## src/rtl/qam_word_reader.sv

```systemverilog
// Source-side buffer for the 16-QAM transmit path: packs 32-bit host writes
// MSB-first into 128-bit words and holds them in a show-ahead FIFO for the mapper.
module qam_word_reader #(
    parameter int DEPTH = 4,
    parameter int CW    = 3
) (
    input  logic           CLK,
    input  logic           RST,
    input  logic           ce,
    input  logic           flush,
    input  logic           wr_en,
    input  logic [31:0]    wr_data,
    output logic           wr_ready,
    input  logic           reader_en,
    output logic [127:0]   reader_data,
    output logic           valid_o,
    output logic [CW-1:0]  count,
    output logic [1:0]     lane,
    output logic           overflow,
    output logic           underflow
);

    localparam int PW = $clog2(DEPTH);

    // Handshakes: a host lane transfers on an edge with ce && wr_en && wr_ready;
    // a word leaves on an edge with ce && reader_en && valid_o. Requests made
    // without the matching ready/valid are dropped and raise the sticky flag.
    logic [127:0]  r_mem [DEPTH];
    logic [95:0]   r_partial;
    logic [PW-1:0] r_wr_ptr;
    logic [PW-1:0] r_rd_ptr;
    logic [CW-1:0] r_count;
    logic [1:0]    r_lane;
    logic          r_overflow;
    logic          r_underflow;

    logic w_full;
    logic w_empty;
    logic w_accept;
    logic w_push;
    logic w_pop;

    assign w_full   = (r_count == CW'(DEPTH));
    assign w_empty  = (r_count == '0);
    assign w_accept = ce && wr_en && !w_full;
    assign w_push   = w_accept && (r_lane == 2'd3);
    assign w_pop    = ce && reader_en && !w_empty;

    assign wr_ready    = !w_full;
    assign valid_o     = !w_empty;
    assign reader_data = r_mem[r_rd_ptr];
    assign count       = r_count;
    assign lane        = r_lane;
    assign overflow    = r_overflow;
    assign underflow   = r_underflow;

    // Memory survives flush so the head shows mem[0] afterwards.
    always_ff @(posedge CLK or posedge RST) begin
        if (RST) begin
            for (int i = 0; i < DEPTH; i++) begin
                r_mem[i] <= '0;
            end
        end else if (!flush && w_push) begin
            r_mem[r_wr_ptr] <= {r_partial, wr_data};
        end
    end

    always_ff @(posedge CLK or posedge RST) begin
        if (RST) begin
            r_partial <= '0;
        end else if (!flush && w_accept) begin
            case (r_lane)
                2'd0:    r_partial[95:64] <= wr_data;
                2'd1:    r_partial[63:32] <= wr_data;
                2'd2:    r_partial[31:0]  <= wr_data;
                default: r_partial        <= r_partial;
            endcase
        end
    end

    always_ff @(posedge CLK or posedge RST) begin
        if (RST) begin
            r_wr_ptr    <= '0;
            r_rd_ptr    <= '0;
            r_count     <= '0;
            r_lane      <= '0;
            r_overflow  <= 1'b0;
            r_underflow <= 1'b0;
        end else if (flush) begin
            r_wr_ptr    <= '0;
            r_rd_ptr    <= '0;
            r_count     <= '0;
            r_lane      <= '0;
            r_overflow  <= 1'b0;
            r_underflow <= 1'b0;
        end else begin
            if (w_accept) begin
                r_lane <= r_lane + 2'd1;
            end
            if (w_push) begin
                r_wr_ptr <= r_wr_ptr + PW'(1);
            end
            if (w_pop) begin
                r_rd_ptr <= r_rd_ptr + PW'(1);
            end
            case ({w_push, w_pop})
                2'b10:   r_count <= r_count + CW'(1);
                2'b01:   r_count <= r_count - CW'(1);
                default: r_count <= r_count;
            endcase
            if (ce && wr_en && w_full) begin
                r_overflow <= 1'b1;
            end
            if (ce && reader_en && w_empty) begin
                r_underflow <= 1'b1;
            end
        end
    end

endmodule

```

## config.mk

```make
export PLATFORM = sky130hd
export DESIGN_NAME = qam_word_reader
export DESIGN_NICKNAME = d
export VERILOG_FILES = /design/src/rtl/qam_word_reader.sv
export SDC_FILE = /design/constraint.sdc
export NUM_CORES = 1
export LEC_CHECK = 0
export CAP_MARGIN = 0
export CORE_MARGIN = 2
export CORE_UTILIZATION = 35
export CTS_BUF_LIST = sky130_fd_sc_hd__clkbuf_2
export DETAILED_ROUTE_END_ITERATION = 8
export GPL_ROUTABILITY_DRIVEN = 0
export GPL_TIMING_DRIVEN = 0
export HOLD_SLACK_MARGIN = 0.06
export PLACE_DENSITY = 0.59
export SLEW_MARGIN = 20
export SYNTH_ARGS = -nofsm -noshare
export SYNTH_HDL_FRONTEND = slang
export SYNTH_SLANG_ARGS = --single-unit
```

## constraint.sdc

```tcl
create_clock -name CLK -period 54.2 [get_ports CLK]
set_input_delay 8.13 -clock CLK [delete_from_list [all_inputs] [get_ports CLK]]
set_output_delay 8.13 -clock CLK [all_outputs]
set_load 0.01 [all_outputs]
```

# Yosys cells after proc, flatten, opt, wreduce, memory -nomap -nowiden
# Index checks and enable logic that the tools add are counted.
totals:
  register_bits: 619
  wordCells: 71
op_classes:
  addsub: 5
  magnitude_cmp: 3
  eq_ne: 6
  muxes: 18
  bitwise_logic: 2
  reduce_logical: 24
op_table:
  columns: ["op", "count"]
  rows:
  - ["512-bit bitwise mux", 1]
  - ["128-bit two-way mux", 3]
  - ["128-bit binary-select mux with 2-bit select", 1]
  - ["128-bit demux with 2-bit select", 1]
  - ["2-bit two-way mux", 6]
  - ["1-bit logical AND", 10]
  - ["2-bit nonzero test", 5]
  - ["2-bit by 1-bit adder with 2-bit output, second input constant", 3]
  - ["2-bit equality test, second input constant", 3]
  - ["3-bit greater-or-equal comparator, second input constant", 2]
  - ["2-bit NOT with 3-bit output", 2]
  - ["3-bit case mux with 2 select lines", 1]
  - ["2-bit AND reduction", 3]
  - ["2-bit by 1-bit equality test with 1-bit output, second input constant", 2]
  - ["1-bit two-way mux", 4]
  - ["3-bit by 1-bit adder with 3-bit output, second input constant", 1]
  - ["3-bit equality test, second input constant", 1]
  - ["1-bit logical NOT", 3]
  - ["3-bit logical NOT", 1]
  - ["3-bit by 1-bit < comparator with 1-bit output, second input constant", 1]
  - ["3-bit two-way mux", 1]
  - ["3-bit nonzero test", 1]
  - ["3-bit by 1-bit subtractor with 3-bit output, second input constant", 1]
  - ["2-bit logical NOT", 1]

# Longest topological paths before layout
# Gate-level depths: netlist of the first run.
logic_depth:
  word_depth: 7
  ltp_mapped: 6
  depth_no_buf: 6

# Least setup slack after synthesis of the first run
# OpenSTA, ideal clock, no wires.
synth_timing:
  path_type: "reg-to-output"
  startpoint: "reg r_rd_ptr[0]"
  endpoint: "out reader_data[100]"
  arrival_time_ns: 1.538
  t_required_ns: 46.070
  path_slack_ns: 44.532
  stages_incl_launch_ff: 5
  path_buffers: 3
  cell_sequence: "dfrtp_1 > clkbuf_1 > clkbuf_1 > buf_2 > mux4_2"
synth_between:
  elab_chain_len: 4
synth_lines:
  columns: ["element", "line", "rtl"]
  rows:
  - ["start: declaration", "31", "logic [PW-1:0] r_rd_ptr;"]
  - ["start signal: assignment", "104", "r_rd_ptr <= r_rd_ptr + PW'(1);"]
  - ["2-bit NOT with 3-bit output (implied by the code)", "51", "assign reader_data = r_mem[r_rd_ptr];"]
  - ["128-bit binary-select mux with 2-bit select", "51", null]
  - ["128-bit two-way mux (implied by the code) (2 in series)", "51", null]
  - ["end: declaration", "15", "output logic [127:0] reader_data,"]
# No other way between the ends. The select of a mux whose other input is x is not followed.

# Final worst setup path of the first run
layout_timing:
  startpoint: "reg r_rd_ptr[0]"
  endpoint: "out reader_data[93]"
# Same word-level chain as after synthesis.

==> metrics.yaml, run 1 <==
grt_setup_unrepaired: "no"
post-route-drc-count: 0
required_ns: 46.07
critical_path_class: "flop to output pin"
multi_input_area_sq_um: 10200
finish.instance_area_sq_um: 31100
yosysSeqAreaShare_pct: 58.3
p_int_w: 0.000645
via_per_inst: 5.01
dp_cells: 2674
switchingPower_w: 0.000235
syn_area_per_cell_sq_um: 17.5
grt_pass1_vias: 16200
start_kind: "flop"
drv_slew: 0
cts_sinks: 619
wl_per_cell_um: 22.3
design.die.area_sq_um: 78100
core_area_sq_um: 75600
place_hpwl_mm: 44.3
antenna_found_initial: 3
die_h_um: 280
power_frac_seq_pct: 57.1
drt-total-wl_mm: 65.7
cp_max_fo: 10
drtAntennaViolNets: 0
worstSetupEndpointType: "output pin"
start_util_pct: 35.2
cts_tree: "done"
grt_max_degree: 116
finalSetupTns_ns: 0
ctsHoldBuffers: 0
max_slew_margin_pct: 37.0
yosys.area.top_type_share_pct: 58.3
worstMarginPinSlew_ns: 0.945
clockPowerShare_pct: 37.2
synth_cell_types: 31
final_nets: 1908
vias: 14700
syn_area_sq_um: 26600
path_clk_slew_ns: 0.08
placed_area_sq_um: 29700
hold_violations: 0
p_comb_share_pct: 5.7
synth_seq_cells: 619
worstHoldPathCells: 1
cts_resized: 0
hold_path_end: "r_mem[190]$_DFFE_PP0P_"
r2r_setup_slack_ns: 51.90
synthTopCellsByArea: "dfrtp_1 58%, mux2_2 25%, mux4_2 11%"
cts_setup_buffers: 0
ff_latch_area_sq_um: 15500
cts_buffer_depth: 3
crit_arrival_ns: 4.22
cts_buffers: 163
rows: 101
hold_start: "r_mem[190]$_DFFE_PP0P_"
fin_crit_ns: 12.35
ff2ff_path_depth: 6
globalRouteTotalUtil_pct: 17.2
max-vdd-ir-drop_mv: 0.0151
top_level_ports: 175
drv_cap: 0
power.density_nw_per_um2: 28.3
die_w_um: 280
clock_latency_ns: 1.29
drt_iter0_markers: 724
min_path_type: "flop to flop"
swShare_pct: 26.7
setup_viol: 0
grt_pass1_wl_mm: 100
p_leak_nw: 15.2
yosysWarningCount: 0
cts_root_buf: "clkbuf_2"
period_share_pct: 22.8
overflow: 0
yosysTopAreaCell: "dfrtp_1"
fill_cells: 6970
drive_gt1_share_pct: 54.9
timing.fmax_ghz: 0.0810
dr.pass1.iters: 7
r2r_end: "r_mem[483]$_DFFE_PP0P_"
synthToLayoutAreaGrowth_pct: 17.1
layoutNonFillerInstCount: 2942
outcome: "completed"
syn_nets: 1564
syn_inst: 1517
r2r-start: "count[0]$_DFFE_PP0P_"
htreeDepth: 4
clock_skew_ns: 0.0792
power_w: 0.000880
port_buffers: 174
[power groups by stage]
stage	logic, W	clock network [W]	registers (W)
final	0.0000504	0.000327	0.000503
after global routing	0.0000553	0.000366	0.000507
after CTS	0.0000520	0.000342	0.000503
after detailed placement	0.0000517	0	0.000512
after global placement	0.0000488	0	0.000510
after floorplan	0.0000317	0	0.000503
[per-stage QoR]
stage	setup slack [ns]	util, %	hold slack, ns
floorplan	28.74	-	0.474
global placement	22.76	39.1	0.481
detailed placement	43.04	39.3	0.487
CTS	41.61	41.2	0.507
global route	41.52	41.2	0.517
finish	41.85	41.2	0.506
[how the worst max path moves through the flow]
stage / cells after the start / slack (ns) / from / to
finish: 5 / 41.85 / r_rd_ptr[0]$_DFFE_PP0P_ / reader_data[93]
global route: 5 / 41.52 / r_rd_ptr[0]$_DFFE_PP0P_ / reader_data[93]
CTS: 5 / 41.61 / r_rd_ptr[0]$_DFFE_PP0P_ / reader_data[40]
detailed placement: 5 / 43.04 / r_rd_ptr[0]$_DFFE_PP0P_ / reader_data[40]
global placement: 2 / 22.76 / RST / r_mem[143]$_DFFE_PP0P_
floorplan: 1 / 28.74 / RST / count[0]$_DFFE_PP0P_
[metal layers]
metal | track usage (%) | routed length, um | part of all wire (%) | vias up
li1 | - | - | - | 6379
met1 | 22.4 | 28700 | 44 | 7899
met2 | 27.9 | 32200 | 49 | 361
met3 | 4.22 | 3220 | 4.9 | 103
met4 | 6.31 | 1600 | 2.4 | 0
met5 | 0 | 0 | 0 | -
[synthesized netlist by cell type]
| cell | number |
|---|---|
| a31oi_1 | 1 |
| o21ai_0 | 3 |
| inv_1 | 6 |
| buf_6 | 52 |
| nand2_1 | 5 |
| mux2i_1 | 2 |
| nand2b_1 | 2 |
| xnor2_1 | 3 |
| or3_1 | 1 |
| mux2_4 | 20 |
| nor2_1 | 12 |
| nor3_1 | 2 |
| clkbuf_1 | 11 |
| mux2_2 | 589 |
| buf_2 | 13 |
| o311a_1 | 1 |
| fa_1 | 1 |
| nor3b_1 | 1 |
| nand3_1 | 5 |
| o21a_1 | 1 |
| ha_1 | 8 |
| nor3_4 | 1 |
| buf_1 | 6 |
| nor2b_1 | 1 |
| a21oi_1 | 2 |
| xor2_1 | 1 |
| buf_4 | 16 |
| nor3b_4 | 1 |
| dfrtp_1 | 619 |
| and2_1 | 3 |
| mux4_2 | 128 |
[kinds of logic after synthesis]
| group | count (synthesis) | share of synthesized area (%) |
|---|---|---|
| buffers and inverters | 104 | 3.23 |
| XOR/XNOR | 4 | 0.132 |
| AND/OR/NAND/NOR | 34 | 0.697 |
| flip-flops | 619 | 58.3 |
| adder cells (fa/ha/maj) | 9 | 0.452 |
| AO/OA/AOI/OAI | 8 | 0.184 |
| multiplexers | 739 | 37.0 |
[cell usage in the layout (no fill, tap or decap), types with 2 or more instances in the layout]
| cell | n |
|---|---|
| diode_2 | 2 |
| mux4_2 | 128 |
| xnor2_1 | 3 |
| buf_4 | 16 |
| clkbuf_2 | 239 |
| mux2_2 | 589 |
| dfrtp_1 | 619 |
| mux2i_1 | 2 |
| nand3_1 | 5 |
| inv_2 | 3 |
| nand2b_1 | 2 |
| nor3_1 | 2 |
| o21ai_0 | 3 |
| ha_1 | 8 |
| clkinv_1 | 14 |
| nor2_1 | 12 |
| buf_6 | 52 |
| and2_1 | 3 |
| clkbuf_1 | 11 |
| buf_2 | 13 |
| mux2_4 | 20 |
| nand2_1 | 5 |
| clkinv_2 | 4 |
| inv_1 | 5 |
| buf_16 | 5 |
| bufinv_16 | 5 |
| a21oi_1 | 2 |
| buf_1 | 6 |
| clkdlybuf4s50_1 | 174 |
[flip-flops by register name, summed over array words and instances (netlist names)]
signal	count
count	3
lane	2
overflow	1
r_mem	512
r_partial	96
r_rd_ptr	2
r_wr_ptr	2
underflow	1
[final cells by class]
| class | instances | area share [%] |
|---|---|---|
| sequential | 619 | 49.8 |
| multi-input combinational | 794 | 32.9 |
| timing repair buffer | 179 | 6.04 |
| tap | 978 | 3.93 |
| clock buffer | 239 | 3.84 |
| buffer | 98 | 2.68 |
| clock inverter | 27 | 0.776 |
| inverter | 6 | 0.0965 |
| antenna | 2 | 0.0161 |
[worst max-delay path, stage by stage, from the launching register on]
cell and delay (ns):
dfrtp_1 0.33, clkbuf_1 0.17, clkbuf_1 0.72, buf_2 0.53, mux4_2 0.65, clkdlybuf4s50_1 0.52
Power figures use the tool's default switching activity.
==> run 2: changes to the inputs <==
--- a/config.mk
+++ b/config.mk
@@ -13,7 +13,7 @@
 export GPL_ROUTABILITY_DRIVEN = 0
 export GPL_TIMING_DRIVEN = 0
 export HOLD_SLACK_MARGIN = 0.06
-export PLACE_DENSITY = 0.59
+export PLACE_DENSITY = 0.61
 export SLEW_MARGIN = 20
 export SYNTH_ARGS = -nofsm -noshare
 export SYNTH_HDL_FRONTEND = slang
==> constraint.sdc (replaced) <==
create_clock -name CLK -period 10.8 [get_ports CLK]
set_input_delay 1.62 -clock CLK [delete_from_list [all_inputs] [get_ports CLK]]
set_output_delay 1.62 -clock CLK [all_outputs]
set_load 0.01 [all_outputs]
==> run 2 against run 1 <==
Final cell count up 0.54%. Total power increased to 5.0 times the previous value. Sequential power increased to 5.0 times the previous value. Critical endpoint unchanged. Largest power group unchanged.
==> metrics.yaml, run 2 (synthesis results as in run 1) <==
outcome: "completed"
clock_latency_ns: 1.29
path_clk_slew_ns: 0.09
post-route-drc-count: 0
clock_skew_ns: 0.0704
drive_gt1_share_pct: 55.5
dr.pass1.iters: 6
grt.busiest_layer: "met2"
min_path_type: "flop to flop"
vias: 14700
fin_crit_ns: 5.75
setup_viol: 0
use_met2_pct: 28.8
finish.instance_area_sq_um: 31400
final_nets: 1922
die_w_um: 280
drv_cap: 0
synthToLayoutAreaGrowth_pct: 18.3
worstMarginPinSlew_ns: 1.01
overflow: 0
rows: 101
crit_path_top_delay_cell: "clkbuf_1"
cts_setup_buffers: 0
htreeDepth: 4
grt_pass1_vias: 16200
worstSetupEndpointType: "output pin"
design.die.area_sq_um: 78100
port_buffers: 174
grt_max_degree: 38
critical_path_buf_inv_count: 4
period_share_pct: 53.2
multi_input_area_sq_um: 10200
worstHoldPathCells: 1
start_kind: "flop"
drv_slew: 0
fill_cells: 6863
cts_buffers: 161
largest_reg_flops: 512
cts_tree: "done"
grt_pass1_wl_mm: 101
max-vdd-ir-drop_mv: 0.0677
final.setup.worst_slack_ns: 5.05
cpMostUsedCell: "clkbuf_1"
power.density_nw_per_um2: 141
path_depth: 5
cts_resized: 0
grt_setup_unrepaired: "no"
globalRouteTotalUtil_pct: 17.4
dpl_worst_slack_ns: 6.30
required_ns: 9.18
grt_util_met3_pct: 4.48
ff2ff_path_depth: 6
top_level_ports: 175
worstPathCellList: "clkbuf_1 -> clkbuf_1 -> buf_2 -> mux4_2 -> clkdlybuf4s50_1"
hold_violations: 0
timing.fmax_ghz: 0.174
place_hpwl_mm: 45.7
max_stage_delay_ns: 0.65
cts_sinks: 619
ctsHoldBuffers: 0
cts_buffer_depth: 3
cts_root_buf: "clkbuf_2"
mostFrequentLayoutCells: "619 x dfrtp_1, 589 x mux2_2, 244 x clkbuf_2"
critical_path_class: "flop to output pin"
final_util_pct: 41.6
placed_area_sq_um: 30000
p_leak_nw: 15.4
start_util_pct: 35.2
core_area_sq_um: 75600
via_per_inst: 4.98
max_slew_margin_pct: 32.8
layout_commonest_cell: "dfrtp_1"
wl_per_cell_um: 22.4
cp_max_fo: 10
drtAntennaViolNets: 0
met1_usage_pct: 22.8
die_h_um: 280
drt_iter0_markers: 761
ff_latch_area_sq_um: 15500
top_register: "r_mem"
drt-total-wl_mm: 66.3
crit_arrival_ns: 4.13
antenna_found_initial: 5
cp_top_family: "buffers and inverters"
[run 2: cell types whose count changed in the layout (fill, tap and decap cells not counted), sizes merged]
cell      change
buf          +16
clkinv        -7
clkbuf        +5
clkinvlp      +1
diode         +1
[run 2: worst register-to-register path, stage by stage (launching register included)]
cell     delay [ns]
dfrtp_1        0.50
nor3b_4        0.44
nor3_4         0.12
nand3_1        0.13
buf_4          0.32
buf_6          0.25
mux2_2         0.37
[run 2: report_power, final]
| part | internal [W] | switching (W) | leakage (nW) |
|---|---|---|---|
| Clock | 0.000706 | 0.000933 | 1.12 |
| Combinational | 0.000145 | 0.000122 | 5.73 |
| Sequential | 0.00241 | 0.000112 | 8.52 |
[run 2: area by class of cell]
cell class	count	share of cell area, %
sequential	619	49.3
multi-input combinational	794	32.5
timing repair buffer	195	7.00
tap	978	3.89
clock buffer	244	3.88
buffer	98	2.65
clock inverter	21	0.684
inverter	6	0.0836
antenna	3	0.0239
[run 2: worst paths after layout]
| path | start | endpoint | slack (ns) |
|---|---|---|---|
| max in group asynchronous | RST | r_partial[84]$_DFFE_PP0P_ | 8.19 |
| worst max register to register | count[0]$_DFFE_PP0P_ | r_mem[67]$_DFFE_PP0P_ | 8.50 |
| worst min-delay path | r_mem[228]$_DFFE_PP0P_ | r_mem[228]$_DFFE_PP0P_ | 0.51 |
| worst min register to register | r_mem[228]$_DFFE_PP0P_ | r_mem[228]$_DFFE_PP0P_ | 0.51 |
| worst max-delay path | r_rd_ptr[0]$_DFFE_PP0P_ | reader_data[93] | 5.05 |
| min in group asynchronous | RST | r_mem[451]$_DFFE_PP0P_ | 0.76 |
[run 2: stage by stage]
| step | hold slack (ns) | std cells | setup TNS [ns] | power (W) |
|---|---|---|---|---|
| 3_3_place_gp | 0.481 | 2669 | -1589.35 | 0.00280 |
| 5_1_grt | 0.516 | 2958 | 0 | 0.00468 |
| 2_1_floorplan | 0.474 | 1517 | 0 | 0.00268 |
| 3_5_place_dp | 0.487 | 2690 | 0 | 0.00284 |
| 4_1_cts | 0.506 | 2955 | 0 | 0.00451 |
| 6_report | 0.506 | 2958 | 0 | 0.00442 |
[run 2: metal layers]
metal  wire, um  share of wire (%)  vias up
li1           -                  -     6431
met1      29200                 44     7915
met2      33200                 50      292
met3       2860                4.3       83
met4        996                1.5        0
met5          0                  0        -
